## config.mk

```make
export PLATFORM = sky130hd
export DESIGN_NAME = slice_adder
export DESIGN_NICKNAME = d
export VERILOG_FILES = /design/src/rtl/slice_adder.sv
export SDC_FILE = /design/constraint.sdc
export NUM_CORES = 1
export LEC_CHECK = 0
export CAP_MARGIN = 30
export CORE_MARGIN = 4
export CORE_UTILIZATION = 44
export CTS_BUF_LIST = sky130_fd_sc_hd__clkbuf_2 sky130_fd_sc_hd__clkbuf_4 sky130_fd_sc_hd__clkbuf_8
export DETAILED_ROUTE_END_ITERATION = 10
export PLACE_DENSITY = 0.8
export SYNTH_ARGS = -nofsm -noshare
export SYNTH_HDL_FRONTEND = slang
export SYNTH_SLANG_ARGS = --single-unit
```

## constraint.sdc

```tcl
create_clock -name clk -period 3.4 [get_ports clk]
set_input_delay 0.68 -clock clk [delete_from_list [all_inputs] [get_ports clk]]
set_output_delay 0.68 -clock clk [all_outputs]
set_load 0.005 [all_outputs]
```

## src/rtl/slice_adder.sv

```systemverilog
// Multi-cycle adder/subtractor: one SLICE_WIDTH slice per clock, LSB slice first,
// carry rippled through a register; result and flags commit together on the last slice.
module slice_adder #(
  parameter int unsigned DATA_WIDTH  = 16,
  parameter int unsigned SLICE_WIDTH = 4
) (
  input  logic                  clk,
  input  logic                  rst,
  input  logic                  start,
  input  logic                  sub,
  input  logic [DATA_WIDTH-1:0] A,
  input  logic [DATA_WIDTH-1:0] B,
  output logic                  busy,
  output logic                  done,
  output logic [DATA_WIDTH-1:0] result,
  output logic                  carry_out,
  output logic                  overflow
);

  localparam int unsigned NUM_SLICES = DATA_WIDTH / SLICE_WIDTH;
  localparam int unsigned IDX_W      = (NUM_SLICES > 1) ? $clog2(NUM_SLICES) : 1;
  localparam logic [IDX_W-1:0] LAST_IDX = IDX_W'(NUM_SLICES - 1);

  if ((DATA_WIDTH % SLICE_WIDTH) != 0) begin : g_bad_width
    $error("slice_adder: DATA_WIDTH must be a multiple of SLICE_WIDTH");
  end

  typedef enum logic {IDLE, RUN} state_t;

  state_t                 state, state_next;
  logic [DATA_WIDTH-1:0]  op_a, op_b, shadow, shadow_next;
  logic                   carry;
  logic [IDX_W-1:0]       idx;
  logic                   last;
  logic [31:0]            slice_base;
  logic [SLICE_WIDTH-1:0] slice_a, slice_b;
  logic [SLICE_WIDTH:0]   slice_sum;

  always_ff @(posedge clk) begin
    if (rst) state <= IDLE;
    else     state <= state_next;
  end

  always_comb begin
    state_next = state;
    case (state)
      IDLE: if (start) state_next = RUN;
      RUN:  if (last)  state_next = IDLE;
      default: state_next = IDLE;
    endcase
  end

  always_comb begin
    busy = (state == RUN);
  end

  // Shadow including the slice being produced this cycle, so the commit edge
  // can publish the complete word without an extra cycle.
  always_comb begin
    last        = (idx == LAST_IDX);
    slice_base  = 32'(idx) * SLICE_WIDTH;
    slice_a     = op_a[slice_base +: SLICE_WIDTH];
    slice_b     = op_b[slice_base +: SLICE_WIDTH];
    slice_sum   = {1'b0, slice_a} + {1'b0, slice_b} + (SLICE_WIDTH+1)'(carry);
    shadow_next = shadow;
    shadow_next[slice_base +: SLICE_WIDTH] = slice_sum[SLICE_WIDTH-1:0];
  end

  always_ff @(posedge clk) begin
    if (rst) begin
      op_a      <= '0;
      op_b      <= '0;
      shadow    <= '0;
      carry     <= 1'b0;
      idx       <= '0;
      result    <= '0;
      carry_out <= 1'b0;
      overflow  <= 1'b0;
      done      <= 1'b0;
    end else begin
      done <= 1'b0;
      case (state)
        IDLE: begin
          if (start) begin
            op_a  <= A;
            op_b  <= sub ? ~B : B;
            carry <= sub;
            idx   <= '0;
          end
        end
        RUN: begin
          shadow <= shadow_next;
          carry  <= slice_sum[SLICE_WIDTH];
          if (last) begin
            result    <= shadow_next;
            carry_out <= slice_sum[SLICE_WIDTH];
            overflow  <= (op_a[DATA_WIDTH-1] == op_b[DATA_WIDTH-1]) &&
                         (shadow_next[DATA_WIDTH-1] != op_a[DATA_WIDTH-1]);
            done      <= 1'b1;
            idx       <= '0;
          end else begin
            idx <= idx + 1'b1;
          end
        end
        default: ;
      endcase
    end
  end

endmodule

```

Word level (Yosys, flattened, before mapping)
Index checks and enable logic that the tools add are counted.

word-level totals
  word-level logic and storage cells = 39
  register bits after elaboration = 71
  input bits = 36
  output and inout port bits = 20

cells by class
  add/subtract/negate cells = 4
  eq/ne operators = 4
  reductions and logical operators = 4
  shift operators = 4
  bitwise gates (word level) = 2
  multiplexer cells = 11

operators with widths
  operator                                                                 count
  4-bit negator with 34-bit output                                         1
  4-bit by 34-bit variable shift with 16-bit output, first input constant  1
  4-bit by 34-bit indexed part select with 16-bit output                   1
  16-bit by 5-bit indexed part select with 4-bit output                    2
  16-bit bitwise mux                                                       1
  16-bit 2-to-1 mux                                                        1
  16-bit inverter                                                          1
  4-bit by 4-bit adder with 5-bit output                                   1
  5-bit by 1-bit adder with 5-bit output                                   1
  1-bit 2-to-1 mux                                                         4
  2-bit 2-to-1 mux                                                         2
  1-bit one-hot mux with 2 select lines                                    2
  2-bit one-hot mux with 2 select lines                                    1
  2-bit AND reduction                                                      2
  2-bit by 1-bit adder with 2-bit output, second input constant            1
  2-bit equality test, second input constant                               1
  2-bit inequality test, second input constant                             1
  2-bit OR reduction                                                       1
  1-bit equality test                                                      1
  1-bit logical AND                                                        1
  1-bit inequality test                                                    1
  1-bit inverter                                                           1

Depth between registers and ports, before layout
  depth in word-level cells = 7
  mapped depth = 9
  depth with buffers taken out = 8

Worst setup path before layout
OpenSTA, ideal clock, no wires.

  path type = reg2reg
  start point = register idx[0]
  end point = register shadow[1]
  buffers on the path = 1
  arrival = 2.610 ns
  library setup time = 0.065 ns
  setup slack = 0.724 ns
  cell stages (with the launch flop) = 9
  clock period less this slack = 2.676 ns
  required time = 3.335 ns
  cells stage by stage = dfxtp_1 -> buf_6 -> mux4_2 -> fa_1 -> inv_1 -> fa_1 -> o41ai_2 -> mux2i_1 -> nor2_1

on the way
  word-level cells in the longest chain between the ends = 5
  elaborated cells between the ends (all ways) = 8
  classes of those cells = 3 x add/sub; 4 x shift; 1 x mux

ends and longest elaborated chain
  what                                                                             RTL line  source
  start: declaration                                                               33        logic [IDX_W-1:0] idx;
  start signal: assignment                                                         102       idx <= idx + 1'b1;
  16-bit by 5-bit indexed part select with 4-bit output, on equally long branches  62, 63
  4-bit by 4-bit adder with 5-bit output                                           64        slice_sum = {1'b0, slice_a} + {1'b0, slice_b} + (SLICE_WIDTH+1)'(carry);
  5-bit by 1-bit adder with 5-bit output                                           64
  4-bit by 34-bit indexed part select with 16-bit output                           66        shadow_next[slice_base +: SLICE_WIDTH] = slice_sum[SLICE_WIDTH-1:0];
  16-bit bitwise mux (*)                                                           66
  end signal: assignment                                                           92        shadow <= shadow_next;
  end: declaration                                                                 31        logic [DATA_WIDTH-1:0] op_a, op_b, shadow, shadow_next;

Mark *: on every way between the ends. The rest lies on a longest branch, timed or not.
A chain may end at the register's enable or synchronous reset.

Worst setup path in the final report
Ends and elaborated chain as after synthesis.

==> results_dict.tcl <==
set metrics [dict create \
    drv_slew 0 \
    grt_pass1_wl_mm 12.2 \
    vias_per_cell 5.27 \
    drive_above_1_share 0.130 \
    timing.final.crit_share 0.828 \
    critPathLaunchType "flop" \
    clk_latency_ps 340 \
    worst_slew_pin_slew_ps 893 \
    numCtsBuffers 9 \
    grt_busiest_layer "met2" \
    row_count 31 \
    hold_ws_ps 451 \
    cts.path.max_buffers 2 \
    ys_warn_count 0 \
    hpwl_mm 5.20 \
    path_common_cell "fa_1" \
    diodes 0 \
    first_iter_violations 150 \
    path_max_fanout 8 \
    antenna_found_initial 0 \
    syn_area_per_cell_um2 9.69 \
    cts_hold_buf 0 \
    ys_ff_latch 71 \
    final_antenna_net_count 0 \
    max_slew_margin 0.403 \
    rsz0062_at_grt "no" \
    grt_start_max_net_pins 49 \
    critPathKind "flop to flop" \
    powerDensity_nw_per_um2 478 \
    synth_nets 386 \
    root_buffer "clkbuf_8" \
    wl_mm 7.18 \
    core_area_um2 7250 \
    cts_setup_buffers 0 \
    status "finished, final reports clean" \
    fillers 649 \
    pin_count 56 \
    grt-ovfl-total 0 \
    yosys.area_share.xor_xnor 0.0453 \
    grt_pass1_vias 2538 \
    ctsResizeCount 0 \
    critical-path-max-stage-delay_ps 610 \
    crit_arrival_ps 3090 \
    endpoint_kind "flop" \
    synth.distinct_cells 46 \
    finalNonFillerCells 491 \
    syn-cell-area_um2 3280 \
    cts_tree "yes" \
    critPathSlowestCell "dfxtp_1" \
    synth-main-ff-cell "dfxtp_1" \
    crit_family "adder cells" \
    cts.sinks 71 \
    cap_violations 0 \
    vias 2590 \
    p_leak_nw 1.51 \
    route.detailed.drc 0 \
    track_usage 0.175 \
    synth_compound_area_frac 0.207 \
    syn_to_final_growth_pct 24.7 \
    fin_crit_ps 2810 \
    ir_drop_v 0.000226 \
    synth_top_family_by_area "compound AO/OA/AOI/OAI gates" \
    io_buffer_count 55 \
    final_nets 434 \
    seq_area_frac_synth 0.433 \
    place_inst 475 \
    required_ps 3670 \
    max_freq_mhz 355 \
    worst-path-buf-inv 1 \
    gp_congestion 0.780 \
    async_flop_share 0 \
    ff_latch_area_um2 1420 \
    hold_viol_final 0 \
    synth_edf_count 0 \
    netlist_instances 339 \
    p_total_mw 1.96 \
    multi_input_area_um2 1690 \
    die-area_um2 8910 \
    met3_usage 0.0406 \
    skew_ps 9.09 \
    path_cells "mux4_2 -> fa_1 -> inv_1 -> fa_1 -> o41ai_2 -> mux2i_1 -> nor2_1" \
    cts.clk_slew.worst_paths_ps 70 \
    die_h_um 94.4 \
    synth-adder-area-share 0.0465 \
    grtUsageMet2 0.297 \
    synth_mux_area_frac 0.0670 \
    dr.pass1.iters 4 \
    min_path_type "flop to flop" \
    setup_viol 0 \
    wl_per_cell_um 14.6 \
    htreeDepth 3 \
    start_util 0.453 \
    met1_usage 0.212 \
    synth_simple_gate_area_frac 0.149 \
    dieWidth_um 94.4 \
    tns_ps 0 \
]
## routing by layer
metal / part of all wire / wire length (µm) / up-vias
met3: 0.053 / 384 / 17
li1: - / - / 1295
met5: 0 / 0 / -
met1: 0.44 / 3140 / 1205
met2: 0.49 / 3500 / 73
met4: 0.022 / 159 / 0
## through the flow
stage / util / worst slack, ps / area (µm²)
finish: 0.565 / 586 / 4100
global route: 0.565 / 371 / 4100
CTS: 0.565 / 548 / 4100
detailed placement: 0.533 / 565 / 3860
global placement: 0.533 / 673 / 3860
floorplan: - / 724 / 3280
## power breakdown
part / total, mW / switching (mW) / internal [mW]
clock network: 0.768 / 0.299 / 0.469
logic: 0.286 / 0.151 / 0.135
registers: 0.903 / 0.0307 / 0.873
## state kept, by name (all words and copies together), names as in the netlist
| name | count |
|---|---|
| shadow | 16 |
| carry | 1 |
| op_b | 16 |
| op_a | 16 |
| overflow | 1 |
| busy | 1 |
| idx | 2 |
| result | 16 |
| done | 1 |
| carry_out | 1 |
## layout make-up
cell class	instances	area share
repair buffers	60	0.142
well taps	99	0.0302
inverters	12	0.0110
multi-input cells	233	0.413
flip-flops and latches	71	0.347
clock buffers	13	0.0406
clock inverters	3	0.0159
## cell usage in the layout, fill, tap and decap left out, drive strengths merged
cell type	count
nor2	35
nand2	49
buf	6
xnor2	17
a21o	1
clkbuf	13
nand4	2
a211oi	28
ha	9
inv	12
nand3b	2
o21ai	13
nor2b	2
and4bb	2
nand4b	1
bufinv	2
a22o	7
nand3	2
clkinv	1
o21a	1
a31o	1
and4b	1
nor3	4
mux2i	4
and2b	1
a22oi	8
o41ai	1
nand2b	2
mux4	8
and2	1
clkdlybuf4s50	54
a31oi	1
a32oi	4
fa	2
a21bo	1
dfxtp	71
a21oi	23
## path summary, 6_finish.rpt
kind / startpoint / end / slack [ps] / cells after the start
worst max-delay path: idx[0] / shadow[1] / 590 / 7
worst min-delay path: result[10] / result[10] / 450 / 2
worst max register to register: idx[0] / shadow[1] / 590 / 7
worst min register to register: result[10] / result[10] / 450 / 2
## cells in the mapped netlist, types with 2 or more instances
cell	count	area, µm²
a22o_1	7	61.3
nand4_1	2	12.5
a21oi_1	21	105
xnor2_1	17	149
mux4_2	8	180
mux2i_1	4	40.0
ha_1	9	113
buf_4	5	37.5
clkbuf_1	5	18.8
nand3_1	2	10.0
a22oi_1	8	60.1
dfxtp_1	71	1420
buf_2	10	50.1
a32oi_2	2	32.5
nor2_1	35	131
inv_1	11	41.3
o21ai_1	9	45.0
nand2_1	49	184
nand2b_1	2	12.5
o21ai_0	4	20.0
nor3_1	3	15.0
a211oi_2	8	100
and4bb_4	2	32.5
a211oi_1	20	150
nor2b_1	2	12.5
a32oi_1	2	17.5
fa_1	2	40.0
## cells by family after synthesis
family / count (synthesis)
buffers and inverters: 35
multiplexers: 12
XOR/XNOR: 17
AND/OR/NAND/NOR: 104
flip-flops: 71
AO/OA/AOI/OAI: 89
adder cells (fa/ha/maj): 11
## worst reg2reg max path: cells and delay by family, from the launching register on
kind	cells	cell delay (ps)
compound gates	1	360
fa+ha+maj	2	880
buf+inv	1	90
flops	1	610
mux	2	720
simple gates	1	100
(Power assumes the default switching activity.)
